`src/rtl/exc_sched.sv`:
```
// Exception scheduler for the single-cycle MIPS core: fixed-priority arbitration,
// handler entry/return sequencing and double-fault trapping. Interrupts need EXC_SCHED_IRQ_EN.
module exc_sched #(
    parameter logic [31:0] HANDLER_ADDR = 32'h0000_4180,
    parameter int          NIRQ         = 6
) (
    input  logic            clk,
    input  logic            rst_n,
    input  logic            valid,
    input  logic [31:0]     pc,
    input  logic            dz,
    input  logic            ov,
    input  logic            sys,
    input  logic            brk,
    input  logic [NIRQ-1:0] irq,
    input  logic [NIRQ-1:0] irq_mask,
    input  logic            eret,
    input  logic [31:0]     epc_in,
    output logic            cp0_int,
    output logic [31:0]     cp0_cause,
    output logic [31:0]     cp0_pc,
    output logic            flush,
    output logic            redirect,
    output logic [31:0]     target,
    output logic            exl,
    output logic            halt,
    output logic [NIRQ-1:0] pend
);

    typedef enum logic [2:0] {
        IDLE,
        ENTER,
        HANDLER,
        RETURN,
        HALT
    } state_t;

    state_t          state_q, state_d;
    logic [NIRQ-1:0] pend_q, pend_d;
    logic [31:0]     cause_q, cause_d;
    logic [31:0]     epc_q, epc_d;

    logic            syncFlag;
    logic            excEvent;
    logic [4:0]      excCode;
    logic [31:0]     causeEvt;

`ifdef EXC_SCHED_IRQ_EN
    assign pend_d = irq & irq_mask;
`else
    // Interrupt lines are deliberately dropped in this build.
    logic unusedIrq;
    assign unusedIrq = ^{irq, irq_mask};
    assign pend_d    = '0;
`endif

    assign syncFlag = dz | ov | sys | brk;
    assign excEvent = valid & (syncFlag | (|pend_q));

    // Interrupts only reach the cause word through the IP bits, so ExcCode stays 0 for them.
    always_comb begin
        excCode = 5'd0;
        if (dz) begin
            excCode = 5'd15;
        end else if (ov) begin
            excCode = 5'd12;
        end else if (sys) begin
            excCode = 5'd8;
        end else if (brk) begin
            excCode = 5'd9;
        end
        causeEvt             = '0;
        causeEvt[6:2]        = excCode;
        causeEvt[10 +: NIRQ] = pend_q;
    end

    always_ff @(posedge clk or negedge rst_n) begin
        if (!rst_n) begin
            state_q <= IDLE;
            pend_q  <= '0;
            cause_q <= '0;
            epc_q   <= '0;
        end else begin
            state_q <= state_d;
            pend_q  <= pend_d;
            cause_q <= cause_d;
            epc_q   <= epc_d;
        end
    end

    always_comb begin
        state_d  = state_q;
        cause_d  = cause_q;
        epc_d    = epc_q;
        cp0_int  = 1'b0;
        flush    = 1'b0;
        redirect = 1'b0;
        target   = '0;
        exl      = 1'b0;
        halt     = 1'b0;
        case (state_q)
            IDLE: begin
                if (excEvent) begin
                    state_d = ENTER;
                    cause_d = causeEvt;
                    epc_d   = pc;
                end
            end
            ENTER: begin
                cp0_int  = 1'b1;
                flush    = 1'b1;
                redirect = 1'b1;
                target   = HANDLER_ADDR;
                exl      = 1'b1;
                state_d  = HANDLER;
            end
            HANDLER: begin
                exl = 1'b1;
                // A fault inside the handler beats a simultaneous eret.
                if (valid && syncFlag) begin
                    state_d = HALT;
                end else if (valid && eret) begin
                    state_d = RETURN;
                end
            end
            RETURN: begin
                flush    = 1'b1;
                redirect = 1'b1;
                target   = epc_in;
                exl      = 1'b1;
                state_d  = IDLE;
            end
            HALT: begin
                halt  = 1'b1;
                exl   = 1'b1;
                flush = 1'b1;
            end
            default: begin
                state_d = IDLE;
            end
        endcase
    end

    assign cp0_cause = cause_q;
    assign cp0_pc    = epc_q;
    assign pend      = pend_q;

endmodule

```
`config.mk`:
```
export PLATFORM = sky130hd
export DESIGN_NAME = exc_sched
export DESIGN_NICKNAME = d
export VERILOG_FILES = /design/src/rtl/exc_sched.sv
export SDC_FILE = /design/constraint.sdc
export NUM_CORES = 1
export LEC_CHECK = 0
export CORE_MARGIN = 4
export CORE_UTILIZATION = 32
export CTS_CLUSTER_SIZE = 30
export DETAILED_ROUTE_END_ITERATION = 16
export PLACE_DENSITY = 0.85
export SLEW_MARGIN = 0
export SYNTH_ARGS = -nofsm -noshare
export SYNTH_HDL_FRONTEND = slang
export SYNTH_SLANG_ARGS = --single-unit
```
`constraint.sdc`:
```
create_clock -name clk -period 2.1 [get_ports clk]
set_input_delay 0.63 -clock clk [delete_from_list [all_inputs] [get_ports clk]]
set_output_delay 0.63 -clock clk [all_outputs]
set_load 0.01 [all_outputs]
```
* Word-level counts from Yosys, hierarchy flattened
Index checks and enable logic that the tools add are counted.
** Word-level totals
- Bits in registers :: 40
- Logic and storage cells :: 36
** Operators by class
- Equal/unequal tests :: 6
- Mux-type cells :: 14
- Bitwise logic cells :: 5
- Reductions and logical operators :: 8
** Operators by type and width (number)
- 32-bit one-hot mux with 2 select lines :: 1
- 4-bit two-way mux :: 3
- 3-bit one-hot mux with 4 select lines :: 1
- 3-bit two-way mux :: 3
- 3-bit by 2-bit equality test with 1-bit output, second input constant :: 2
- 1-bit two-way mux :: 5
- 5-bit two-way mux :: 1
- 4-bit OR reduction :: 1
- 3-bit by 1-bit equality test with 1-bit output, second input constant :: 1
- 3-bit equality test, second input constant :: 1
- 3-bit logical NOT :: 1
- 3-bit != test, second input constant :: 1
- 1-bit bitwise OR :: 3
- 3-bit AND reduction :: 1
- 3-bit OR reduction :: 1
- 1-bit logical AND :: 2
- 2-bit != test, second input constant :: 1
- 2-bit AND reduction :: 1
- 2-bit OR reduction :: 1
- 1-bit bitwise AND :: 1
- 1-bit inverter :: 1

* Depth between registers and ports, before layout
Gate-level depths: netlist (run 1).
- Depth in word-level cells :: 6
- Depth in mapped cells :: 5

* Worst setup path before layout (run 1)
OpenSTA, ideal clock, no wires.
- Path type :: reg2out
- Start point :: register state_q[2]
- End point :: output port target[0]
- Arrival time :: 1296 ps
- Data required time :: 1470 ps
- Slack :: 174 ps
- Cell stages (with the launch flop) :: 6
- Path buffers :: 2
- Cells stage by stage :: dfrtp_1 nand2b_1 nor2_1 buf_2 clkbuf_1 and2_1
** On the way
- Word-level cells in the longest chain between the ends :: 2
** Ends and longest elaborated chain
- start, declared :: RTL line 38 : state_t state_q, state_d;
- start signal, assigned :: RTL line 84 : state_q <= state_d;
- 3-bit by 2-bit equality test with 1-bit output or 3-bit by 1-bit equality test with 1-bit output (tied branches) :: RTL line 101 : case (state_q)
- 32-bit one-hot mux with 2 select lines * :: RTL line 101
- end, declared :: RTL line 24 : output logic [31:0] target,
Every way passes the cells marked *; elsewhere a longest branch is shown, timed or not.

* Worst setup path after layout (run 1)
- Start point :: input port epc_in[14]
- End point :: output port target[14]
** On the way
- Word-level cells in the longest chain between the ends :: 1
** Ends and longest elaborated chain
- start, declared :: RTL line 18 : input logic [31:0] epc_in,
- 32-bit one-hot mux with 2 select lines :: RTL line 101
Every way passes these cells.

==> run metrics, run 1 <==
clk slew on worst S/H paths=roughly 0.07 ns; Syn Area/Cell=12.3 µm²; TritonCTS clock tree=built; nets@finish=426; Synth Warn #=0; R2R setup slack=0.30 ns; DRC viols=0; Starting DRT DRC Count=34; CTS Buffer Depth=2; layout cell share with drive strength beyond 1=0.362; Yosys cell types=27; Rows=29; initial antenna violation count=0; H-tree levels=2; Synth area leader=dfrtp_1; R2R Path Start=state_q[0]; final setup vio count=0; static leakage=1.85 nW; DRT Wirelength=6500 µm; post-synthesis sequential area ratio=0.449; fin crit share=0.982; critical path peak fanout=1; total core area=6460 µm²; Die H=90.4 µm; Final ANT Viol Nets=0; outcome=completed; Post-DP Area=3670 µm²; fmax=roughly 0.48 GHz; commonest non-fill, non-tap cell in the layout=clkdlybuf4s50_1; Via-to-Cell Ratio=about 4.1; Synth area leaders=dfrtp_1, mux2_4, buf_4; Post-Synthesis Cells=between 150 and 200; Buffers on Ports=144; synthesized cell area=2170 µm²; total of max-cap violations=0; Fill cells=541; GRT overflow=0; final instance area=3840 µm²; Pwr Density=1230 nW/µm²; Clock Tree Root=clkbuf_8; total power=4.71 mW; RSZ-0062 raised after global routing=true; Seq pwr share=0.286; Die W=90.4 µm; largest net degree at the start of global routing=20; Final WS setup=~0.037 ns; post-synth top area share=0.449; post-route core utilization=0.594; Tot GR Track Use=0.158; reg2reg path depth=6; Critical Path RT=1.47 ns; Crit path arrival time=1.43 ns; Fin Hold WS=around 0.26 ns; routed len/inst=15.5 µm; Worst setup EP type=output port; area grow syn2layout=76.5%; DP Cell Count=407; HPWL Detailed=5160 µm; RR Endpoint=cp0_pc[5]; NetSw=1.50 mW; CP startpoint kind=primary input; Logic pwr share=0.595; CTS buffer count=5; commonest non-fill, non-tap cells in the layout=clkdlybuf4s50_1, dfrtp_1, conb_1; Sinks on Clock Net=39; first-pass GRT wire length=10300 µm; Max Slew Vio Count=0; Setup TNS=0 ns; Initial Util=0.337; Clk pwr share=0.120; vias in the first global route=around 1900; # IOs=between 150 and 200; Final Hold Fails=0; Vias=1742; diode count=0; min Tclk post-route=~2.1 ns; die area=between 8000 and 9000 µm²; Switching Share=0.320; Clock Latency Late Sink=between 0.2 and 0.3 ns; Synth Register Bits=39; pre-CTS setup slack=-0.291 ns; Finished Layout Cells=420; first-pass iteration count of the detailed router=4; WS Path Type=primary input to output port; Hold Path Class=primary input to asynchronous set/reset pin; maximum vdd ir drop=0.511 mV; worst setup path start=epc_in[14]; Setup Skew=0.00155 ns; Cell Int Power=3.20 mW; Final GP Congestion=between 0.7 and 0.8
-- registers in the layout, summed over array words and instances, names as in the netlist --
name	flops
cp0_pc	32
cp0_cause	4
state_q	3
-- area by class of cell --
| cell class | instances | area, µm² | area share |
|---|---|---|---|
| Clock buffer | 7 | 96.3 | 0.0251 |
| Clock inverter | 1 | 7.51 | 0.00196 |
| Inverter | 4 | 15.0 | 0.00391 |
| Multi-Input combinational cell | 126 | 1060 | 0.275 |
| Sequential cell | 39 | 977 | 0.255 |
| Tap cell | 77 | 96.3 | 0.0251 |
| Timing Repair Buffer | 166 | 1590 | 0.414 |
-- kinds of logic (layout without fill, tap and decap cells) --
| group | count (synthesis) | in the layout | synth area share |
|---|---|---|---|
| AOI/OAI and AO/OA | 7 | 7 | 0.0230 |
| xor gates and xnor gates | 1 | 1 | 0.00403 |
| buffers and inverters | 45 | 178 | 0.151 |
| DFF | 39 | 39 | 0.449 |
| muxes | 34 | 34 | 0.224 |
| other | 1 | 34 | 0.00172 |
| and+or+nand+nor | 50 | 50 | 0.148 |
-- Yosys cell counts --
cell type  number
dfrtp_1        39
buf_4          34
and2_1         30
mux2_4         28
nor2_1          8
mux2_2          5
buf_6           4
inv_1           4
nand2b_1        3
o21a_1          3
clkbuf_1        2
or2_2           2
a2111oi_0       1
a211oi_1        1
a21oi_1         1
buf_2           1
conb_1          1
mux2i_1         1
nand2_1         1
nand3_1         1
nor3_1          1
nor4_4          1
nor4b_4         1
o22ai_1         1
or3_1           1
or4_1           1
xnor2_1         1
-- routing by layer --
layer	wire length, µm	GRT usage	up-vias
li1	-	-	841
met1	2640	0.190	825
met2	3450	0.279	70
met3	312	0.0308	6
met4	95	0.0561	0
met5	0	0	-
-- critical path, stage by stage --
cell and delay, ns:
clkdlybuf4s50_1 0.40, o21a_1 0.17, clkdlybuf4s15_2 0.24
-- timing repair --
action,4_1_cts,5_1_grt
cloned,3,0
buffers inserted,2,0
pin swaps,0,13
hold buffers,0,0
endpoints found under the setup margin,37,19
gates resized for setup,146,42
-- power groups by stage --
stage / clock (mW) / sequential (mW) / combinational [mW]
finish: 0.563 / 1.34 / 2.80
CTS: 0.585 / 1.34 / 2.76
floorplan: 0 / 1.53 / 1.18
global placement: 0 / 1.33 / 2.70
global route: 0.623 / 1.39 / 2.97
detailed placement: 0 / 1.35 / 2.74
-- worst max-delay path by stage --
stage | to | slack, ns | depth (start not counted)
floorplan | target[0] | 0.17 | 5
global placement | target[24] | -0.28 | 3
detailed placement | target[28] | -0.29 | 3
CTS | target[8] | 0.02 | 3
global route | target[27] | -0.02 | 5
finish | target[14] | 0.04 | 3
Note: power is estimated with default switching activity, not from simulation.
==> inputs of run 2 (changes only) <==
--- a/config.mk
+++ b/config.mk
@@ -9,6 +9,7 @@
 export CORE_UTILIZATION = 32
 export CTS_CLUSTER_SIZE = 30
 export DETAILED_ROUTE_END_ITERATION = 16
+export GPL_TIMING_DRIVEN = 0
 export PLACE_DENSITY = 0.85
 export SLEW_MARGIN = 0
 export SYNTH_ARGS = -nofsm -noshare
==> run metrics, run 2 (synthesized netlist as in run 1, its figures left out) <==
critical path peak fanout=10 (+9); final setup vio count=0 (unchanged); largest net degree at the start of global routing=40 (+100%); routed len/inst=15.0 µm (-3.2%); Starting DRT DRC Count=16 (-53%); fmax=0.482 GHz (-0.59%); max FFs per register=32 (unchanged); Worst setup EP type=output port; TritonCTS clock tree=built; clk slew on worst S/H paths=0.08 ns (about the same); initial antenna violation count=0 (unchanged); maximum vdd ir drop=0.685 mV (+34%); fin crit share=0.988 (+0.00578); total core area=6460 µm² (unchanged); Clock Latency Late Sink=0.28 ns (about the same); Final Hold Fails=0 (unchanged); die area=8180 µm² (unchanged); WS Path Type=register to output port; vias in the first global route=1977 (+5.0%); # IOs=191 (unchanged); first-pass GRT wire length=10600 µm (+3.0%); Crit path arrival time=1.45 ns (+0.02 ns); total of max-cap violations=0 (unchanged); Fill cells=533 (-1.5%); Tightest Pin Transition=0.871 ns; Final GP Congestion=0.792 (+6.1%); Rows=29 (unchanged); final instance area=4030 µm² (+5.1%); Critical Path RT=1.47 ns (about the same); Via-to-Cell Ratio=4.11 (-0.86%); DRT Wirelength=6700 µm (+3.0%); min Tclk post-route=2.08 ns (+0.0121 ns); R2R Path Start=state_q[1]; Clk pwr share=0.134 (+0.014); CP Buf/Inv Count=3 (+1); nets@finish=453 (+6.3%); Logic pwr share=0.582 (-0.013); Buffers on Ports=144 (unchanged); Switching Share=0.312 (-0.00741); Setup Skew=0.00750 ns (+0.00594 ns); Vias=1838 (+5.5%); Pwr Density=1180 nW/µm² (-3.5%); Hold Path Class=primary input to asynchronous set/reset pin; Tot GR Track Use=0.161 (+0.00264); diode count=0 (unchanged); Slew HR=0.419; commonest non-fill, non-tap cells in the layout=clkdlybuf4s50_1, buf_4, dfrtp_1; outcome=completed; first-pass iteration count of the detailed router=4 (unchanged); static leakage=2.00 nW (+8.2%); CP max stage cell=dfrtp_2; Fin Hold WS=0.453 ns (+0.193 ns); Final ANT Viol Nets=0 (unchanged); RSZ-0062 raised after global routing=true; Die W=90.4 µm (unchanged); Post-DP Area=3830 µm² (+4.3%); Clock Tree Root=clkbuf_8; CTS buffer count=5 (unchanged); H-tree levels=2 (unchanged); area grow syn2layout=85.4%; family with the most delay on the worst path=flip-flops; NetSw=1.49 mW (-0.98%); HPWL Detailed=5390 µm (+4.6%); Seq pwr share=0.285 (about the same); DRC viols=0 (unchanged); layout cell share with drive strength beyond 1=0.395 (+0.0331); Die H=90.4 µm (unchanged); commonest non-fill, non-tap cell in the layout=clkdlybuf4s50_1; Sinks on Clock Net=39 (unchanged); Max Slew Vio Count=0 (unchanged); Cell Int Power=3.28 mW (+2.5%); Initial Util=0.337 (unchanged); critical path's largest stage delay=0.41 ns (about the same); GRT overflow=0 (unchanged); CP startpoint kind=register; CTS Buffer Depth=2 (unchanged); critical-path cell list=nand2b_4 > nor2_4 > buf_6 > buf_8 > and2_1 > buf_2; worst setup path start=state_q[2]
[run 2: cell types whose count changed in the layout (fill, tap and decap cells not counted), sizes merged]
cell	previous run	this run
bufinv	0	1
clkbuf	8	11
buf	54	77
clkinvlp	1	0
clkinv	0	1
[run 2: per-stage QoR]
stage | utilization | total power, mW | setup TNS (ns) | setup WS, ns | std cells
6_report | 0.624 | 4.77 | 0 | 0.0247 | 447
5_1_grt | 0.624 | 5.05 | -0.688 | -0.0519 | 447
3_3_place_gp | 0.594 | 3.96 | -44.41 | -0.549 | 431
4_1_cts | 0.609 | 4.69 | -1.09 | -0.142 | 444
2_1_floorplan | - | 2.70 | 0 | 0.174 | 210
3_5_place_dp | 0.593 | 4.02 | -25.03 | -0.630 | 431
[run 2: worst paths after layout]
check                      cells after the start      endpoint  slack, ns
hold reg to reg                                1  cp0_cause[5]       0.48
min in group clk                               1  cp0_cause[5]       0.48
max in group asynchronous                      1    state_q[2]       1.04
setup reg to reg                               7    cp0_pc[24]       0.24
hold / removal                                 1    cp0_pc[17]       0.45
setup / recovery                               6    target[27]       0.02
[run 2: final cells by class]
cell class	instances	area, µm²	share of cell area
inverter	4	17.5	0.00435
clock buffer	6	82.6	0.0205
tap	77	96.3	0.0239
timing repair buffer	152	1440	0.358
buffer	41	334	0.0829
multi-input combinational	126	1040	0.259
clock inverter	2	35.0	0.00869
sequential	39	980	0.243
[run 2: repair_timing]
action | 4_1_cts | 5_1_grt
hold buffers | 0 | 0
pin swaps | 1 | 3
endpoints found under the setup margin | 65 | 33
gates resized for setup | 134 | 47
setup buffers | 5 | 3
[run 2: routing by layer]
layer / share of wire / global-route usage / vias to the layer above
met3: 0.050 / 0.0383 / 12
met2: 0.54 / 0.294 / 73
met5: 0 / 0 / -
met4: 0.023 / 0.0536 / 0
met1: 0.38 / 0.182 / 860
li1: - / - / 893
[run 2: power by group through the flow]
stage | registers [mW] | logic [mW] | clock network (mW)
after CTS | 1.36 | 2.68 | 0.653
final | 1.36 | 2.77 | 0.638
after global placement | 1.36 | 2.60 | 0
after global routing | 1.40 | 2.94 | 0.703
after detailed placement | 1.39 | 2.64 | 0
after floorplan | 1.53 | 1.18 | 0
==> inputs of run 3 (changes only) <==
--- a/config.mk
+++ b/config.mk
@@ -5,6 +5,7 @@
 export SDC_FILE = /design/constraint.sdc
 export NUM_CORES = 1
 export LEC_CHECK = 0
+export CAP_MARGIN = 15
 export CORE_MARGIN = 4
 export CORE_UTILIZATION = 32
 export CTS_CLUSTER_SIZE = 30
==> constraint.sdc (replaced) <==
create_clock -name clk -period 2.2 [get_ports clk]
set_input_delay 0.66 -clock clk [delete_from_list [all_inputs] [get_ports clk]]
set_output_delay 0.66 -clock clk [all_outputs]
set_load 0.01 [all_outputs]
==> run metrics, run 3 (synthesized netlist as in run 1, its figures left out) <==
outcome=completed; CTS Buffer Depth=2 (unchanged); critical path peak fanout=1 (-9); largest net degree at the start of global routing=40 (unchanged); clk slew on worst S/H paths=0.08 ns (about the same); H-tree levels=2 (unchanged); CP Buf/Inv Count=2 (-1); DRT Wirelength=6600 µm (-1.5%); layout cell share with drive strength beyond 1=0.356 (-0.0386); routed len/inst=14.8 µm (-1.0%); cts-stage hold buffer count=0 (unchanged); Starting DRT DRC Count=24 (+8); Critical Path RT=1.54 ns (+0.07 ns); TritonCTS clock tree=built; family with the most delay on the worst path=buffers and inverters; maximum vdd ir drop=0.653 mV (-4.6%); fmax=0.459 GHz; Rows=29 (unchanged); Setup TNS=0 ns (unchanged); first-pass iteration count of the detailed router=4 (unchanged); # IOs=191 (unchanged); Initial Util=0.337 (unchanged); GRT overflow=0 (unchanged); Final GP Congestion=0.792 (unchanged); WP depth=3 (-3); CP startpoint kind=primary input; Vias=1813 (-1.4%); Crit path arrival time=1.52 ns (+0.07 ns); Die W=90.4 µm (unchanged); Sinks on Clock Net=39 (unchanged); Final ANT Viol Nets=0 (unchanged); Buffers on Ports=144 (unchanged); CTS buffer count=5 (unchanged); vias in the first global route=1964 (-0.66%); Tightest Pin Transition=0.871 ns (-0.000361 ns); Final Hold Fails=0 (unchanged); min Tclk post-route=~2.2 ns; Setup Skew=0.00775 ns (+0.000259 ns); Die H=90.4 µm (unchanged); WS Path Type=primary input to output port; Slew HR=0.419 (about the same); HPWL Detailed=5390 µm (unchanged); initial antenna violation count=0 (unchanged); fin crit share=0.989; Post-DP Area=3830 µm² (unchanged); Worst setup EP type=output port; Max Slew Vio Count=0 (unchanged); total of max-cap violations=0 (unchanged); critical-path cell list=clkdlybuf4s50_1 > o21a_1 > dlygate4sd2_1; max FFs per register=32 (unchanged); DRC viols=0 (unchanged); RSZ-0062 raised after global routing=false; Fin Hold WS=0.476 ns (+0.0227 ns); commonest non-fill, non-tap cell in the layout=clkdlybuf4s50_1; Hold Path Class=primary input to asynchronous set/reset pin; CP max stage cell=clkdlybuf4s50_1; area grow syn2layout=78.9%; critical path's largest stage delay=0.41 ns (about the same); Pwr Density=1140 nW/µm² (-4.0%); reg2reg path depth=6 (-1); final setup vio count=0 (unchanged); static leakage=1.98 nW (-1.0%); final instance area=3890 µm² (-3.5%); Tot GR Track Use=0.161 (+0.000176); first-pass GRT wire length=10600 µm (about the same); Via-to-Cell Ratio=4.07 (-0.92%); total core area=6460 µm² (unchanged); Clock Tree Root=clkbuf_8; diode count=0 (unchanged); die area=8180 µm² (unchanged); Clock Latency Late Sink=0.28 ns (about the same); commonest non-fill, non-tap cells in the layout=clkdlybuf4s50_1, buf_4, dfrtp_1; nets@finish=451 (-0.44%)
-- run 3: cell count changes in the layout (fill, tap and decap cells not counted), moves of 3 or more --
cell and delta:
dlygate4sd2_1 +6, clkbuf_2 -5, buf_6 -15, clkdlybuf4s15_1 -3
buf_2 +15, and2_4 -10, and2_1 +10
-- run 3: layer usage --
layer	global-route usage	vias to the layer above	routed length, µm
met5	0	-	0
met4	0.0510	0	134
met3	0.0400	10	328
met2	0.294	73	3580
met1	0.183	842	2560
li1	-	888	-
-- run 3: where the power goes --
part	internal (mW)	total, mW	leakage [nW]	switching, mW
combinational	1.58	2.52	1.46	0.941
clock	0.367	0.609	0.0612	0.242
sequential	1.08	1.29	0.452	0.208
-- run 3: metrics by stage --
| stage | utilization | power [mW] | setup slack, ns | std cells |
|---|---|---|---|---|
| finish | 0.602 | 4.42 | 0.0233 | 445 |
| global route | 0.602 | 4.69 | 0.00242 | 445 |
| CTS | 0.600 | 4.47 | 0.00920 | 444 |
| floorplan | - | 2.58 | 0.244 | 210 |
| detailed placement | 0.593 | 3.84 | -0.560 | 431 |
| global placement | 0.594 | 3.78 | -0.479 | 431 |
-- run 3: timing repair --
action	in CTS	in global routing
buffers inserted	5	1
hold endpoints to repair	0	0
setup endpoints to repair	65	13
pin swaps	1	1
resized for setup	137	6
-- run 3: path summary, 6_finish.rpt --
path / slack [ns] / startpoint / to
worst max-delay path: 0.02 / epc_in[7] / target[7]
worst max register to register: 0.43 / state_q[0] / cp0_pc[1]
min in group clk: 0.48 / cp0_cause[5] / cp0_cause[5]
worst min register to register: 0.48 / cp0_cause[5] / cp0_cause[5]
max in group asynchronous: 1.11 / rst_n / state_q[2]
worst min-delay path: 0.48 / rst_n / cp0_pc[17]
-- run 3: layout make-up --
cell class | count | area [µm²]
Fill cell | 538 | 2570
Timing Repair Buffer | 150 | 1340
Clock buffer | 6 | 82.6
Tap cell | 77 | 96.3
Multi-Input combinational cell | 126 | 1020
Inverter | 4 | 15.0
Sequential cell | 39 | 980
Buffer | 41 | 329
Clock inverter | 2 | 35.0
==> variant (config.mk and constraints of run 1) <==
The 5 states of `state_t` get a Gray code encoding in 3 bits.
--- a/src/rtl/exc_sched.sv
+++ b/src/rtl/exc_sched.sv
@@ -29,9 +29,9 @@
 
     typedef enum logic [2:0] {
-        IDLE,
-        ENTER,
-        HANDLER,
-        RETURN,
-        HALT
+        IDLE    = 3'b000,
+        ENTER   = 3'b001,
+        HANDLER = 3'b011,
+        RETURN  = 3'b010,
+        HALT    = 3'b110
     } state_t;
 
Behaviour: same outputs for any inputs over 10 cycles, from zero or initial values and one cycle with rst_n low; not proved beyond that.
==> variant against run 1 <==
  * Die area shrank 0.15%
  * Area after synthesis is 0.17% lower
  * Cell area down 5.4%
  * Sequential cell count unchanged
  * Routed wire length shrank 4.8%
  * Clock skew grew 11 ps
  * Total power grew 1.1%
  * Setup slack worse by 20 ps
  * Critical endpoint is now cp0_pc[5]
  * Largest power group unchanged
==> variant: results (changes against run 1) <==
| Metric | Value |
|---|---|
| Post-synth top cells | `dfrtp_1, buf_4, and2_1` |
| Clock network power share | `9.8% (-2.2 points)` |
| CP peak stage delay | `560 ps (+160 ps)` |
| Critical path arrival | `2240 ps (+810 ps)` |
| Slowest library cell on the worst path | `or4_4` |
| DR vias/cell | `4.18 (+0.66%)` |
| Initial antenna violation count | `0 (unchanged)` |
| Share of layout cells above drive strength 1 | `31.4% (-4.7 points)` |
| Gpl congestion | `0.804 (+7.8%)` |
| PwrDens | `1310 mW/mm² (+6.8%)` |
| Fillers | `567 (+4.8%)` |
| Maximum VDD drop | `0.670 mV (+31%)` |
| Largest cells by area after synthesis | `dfrtp_1, mux2_4, buf_4` |
| Final WL | `6190 µm (-4.8%)` |
| Post-Synth XOR/XNOR Area | `0% (-0.40 points)` |
| Max reg flops | `32 (unchanged)` |
| Core Util, Final | `56.2% (-3.2 points)` |
| Post-place instance area | `0.00367 mm² (-0.20%)` |
| Post-Route Skew | `12.1 ps (+10.6 ps)` |
| Detailed Route Iter0 Violations | `31 (-8.8%)` |
| Total CTS buffers | `5 (unchanged)` |
| Compound-cell area share of the yosys netlist | `3.92% (+1.6 points)` |
| Worst Setup SP | `brk` |
| Vias in the first global route | `1,929 (+2.5%)` |
| Sequential fraction of the synthesis area | `45.0% (+0.078 points)` |
| Final Non-Filler Cells | `411 (-2.1%)` |
| CP Max Fanout | `18 (+17)` |
| Crit Reg-Reg Startpoint | `state_q[2]` |
| Leakage Power | `1.79 nW (-3.0%)` |
| M1 GR Usage | `17.4% (-1.7 points)` |
| Mux contribution to synthesized area | `22.0% (-0.42 points)` |
| Outcome | `completed` |
| DR WL met2 | `3480 µm (+0.78%)` |
| CP delay by family, top | `simple AND/OR/NAND/NOR gates` |
| Comb group | `2.95 mW (+5%)` |
| Post-synth cell types | `25 (-7.4%)` |
| First-pass GRT wire length | `10,100 µm (-2.3%)` |
| Pin count of the biggest net entering global routing | `40 (+100%)` |
| Total GRT Usage | `15.0% (-0.76 points)` |
| Cells after synthesis | `173 (-2.3%)` |
| Hpwl dp | `5050 µm (-2.0%)` |
| Metal3 WL | `305 µm (-2.2%)` |
| CTS H-Tree Depth | `2 (unchanged)` |
| Post-Place Worst Slack | `-333 ps (-41.5 ps)` |
| Met2 GRT Util | `27.9% (-0.062 points)` |
| Wl on met1 | `2350 µm (-11%)` |
| Switch Pwr | `1.62 mW (+7.6%)` |
| Dpl cells | `404 (-0.74%)` |
| Met3 GRT Util | `3.83% (+0.75 points)` |
| Nets@finish | `419 (-1.6%)` |
[variant: changes by cell type in the layout (fill, tap and decap cells not counted), moves of 4 or more]
cell and delta:
buf_4 -4, a21o_1 +4, and2_4 -12, and2_1 +11, buf_2 +18, buf_6 -15
[variant: worst paths after layout]
kind | to | slack (ps) | cells after the start
min reg2reg | cp0_cause[5] | 480 | 1
max reg2reg | cp0_pc[5] | 390 | 5
max | cp0_pc[5] | 20 | 5
max in group asynchronous | state_q[2] | 1350 | 2
min | cp0_pc[12] | 390 | 2
min in group clk | cp0_cause[5] | 480 | 1
[variant: cell type report]
| class | instances | area share (%) |
|---|---|---|
| inverter | 1 | 0.103 |
| timing repair buffer | 162 | 40.0 |
| multi-input combinational | 126 | 28.2 |
| tap | 77 | 2.65 |
| clock inverter | 1 | 0.207 |
| clock buffer | 5 | 1.90 |
| sequential | 39 | 26.9 |
[variant: repair_timing]
action,4_1_cts,5_1_grt
setup endpoints to repair,37,43
cloned,1,0
setup buffers,2,0
pin swaps,2,1
resized for setup,147,10
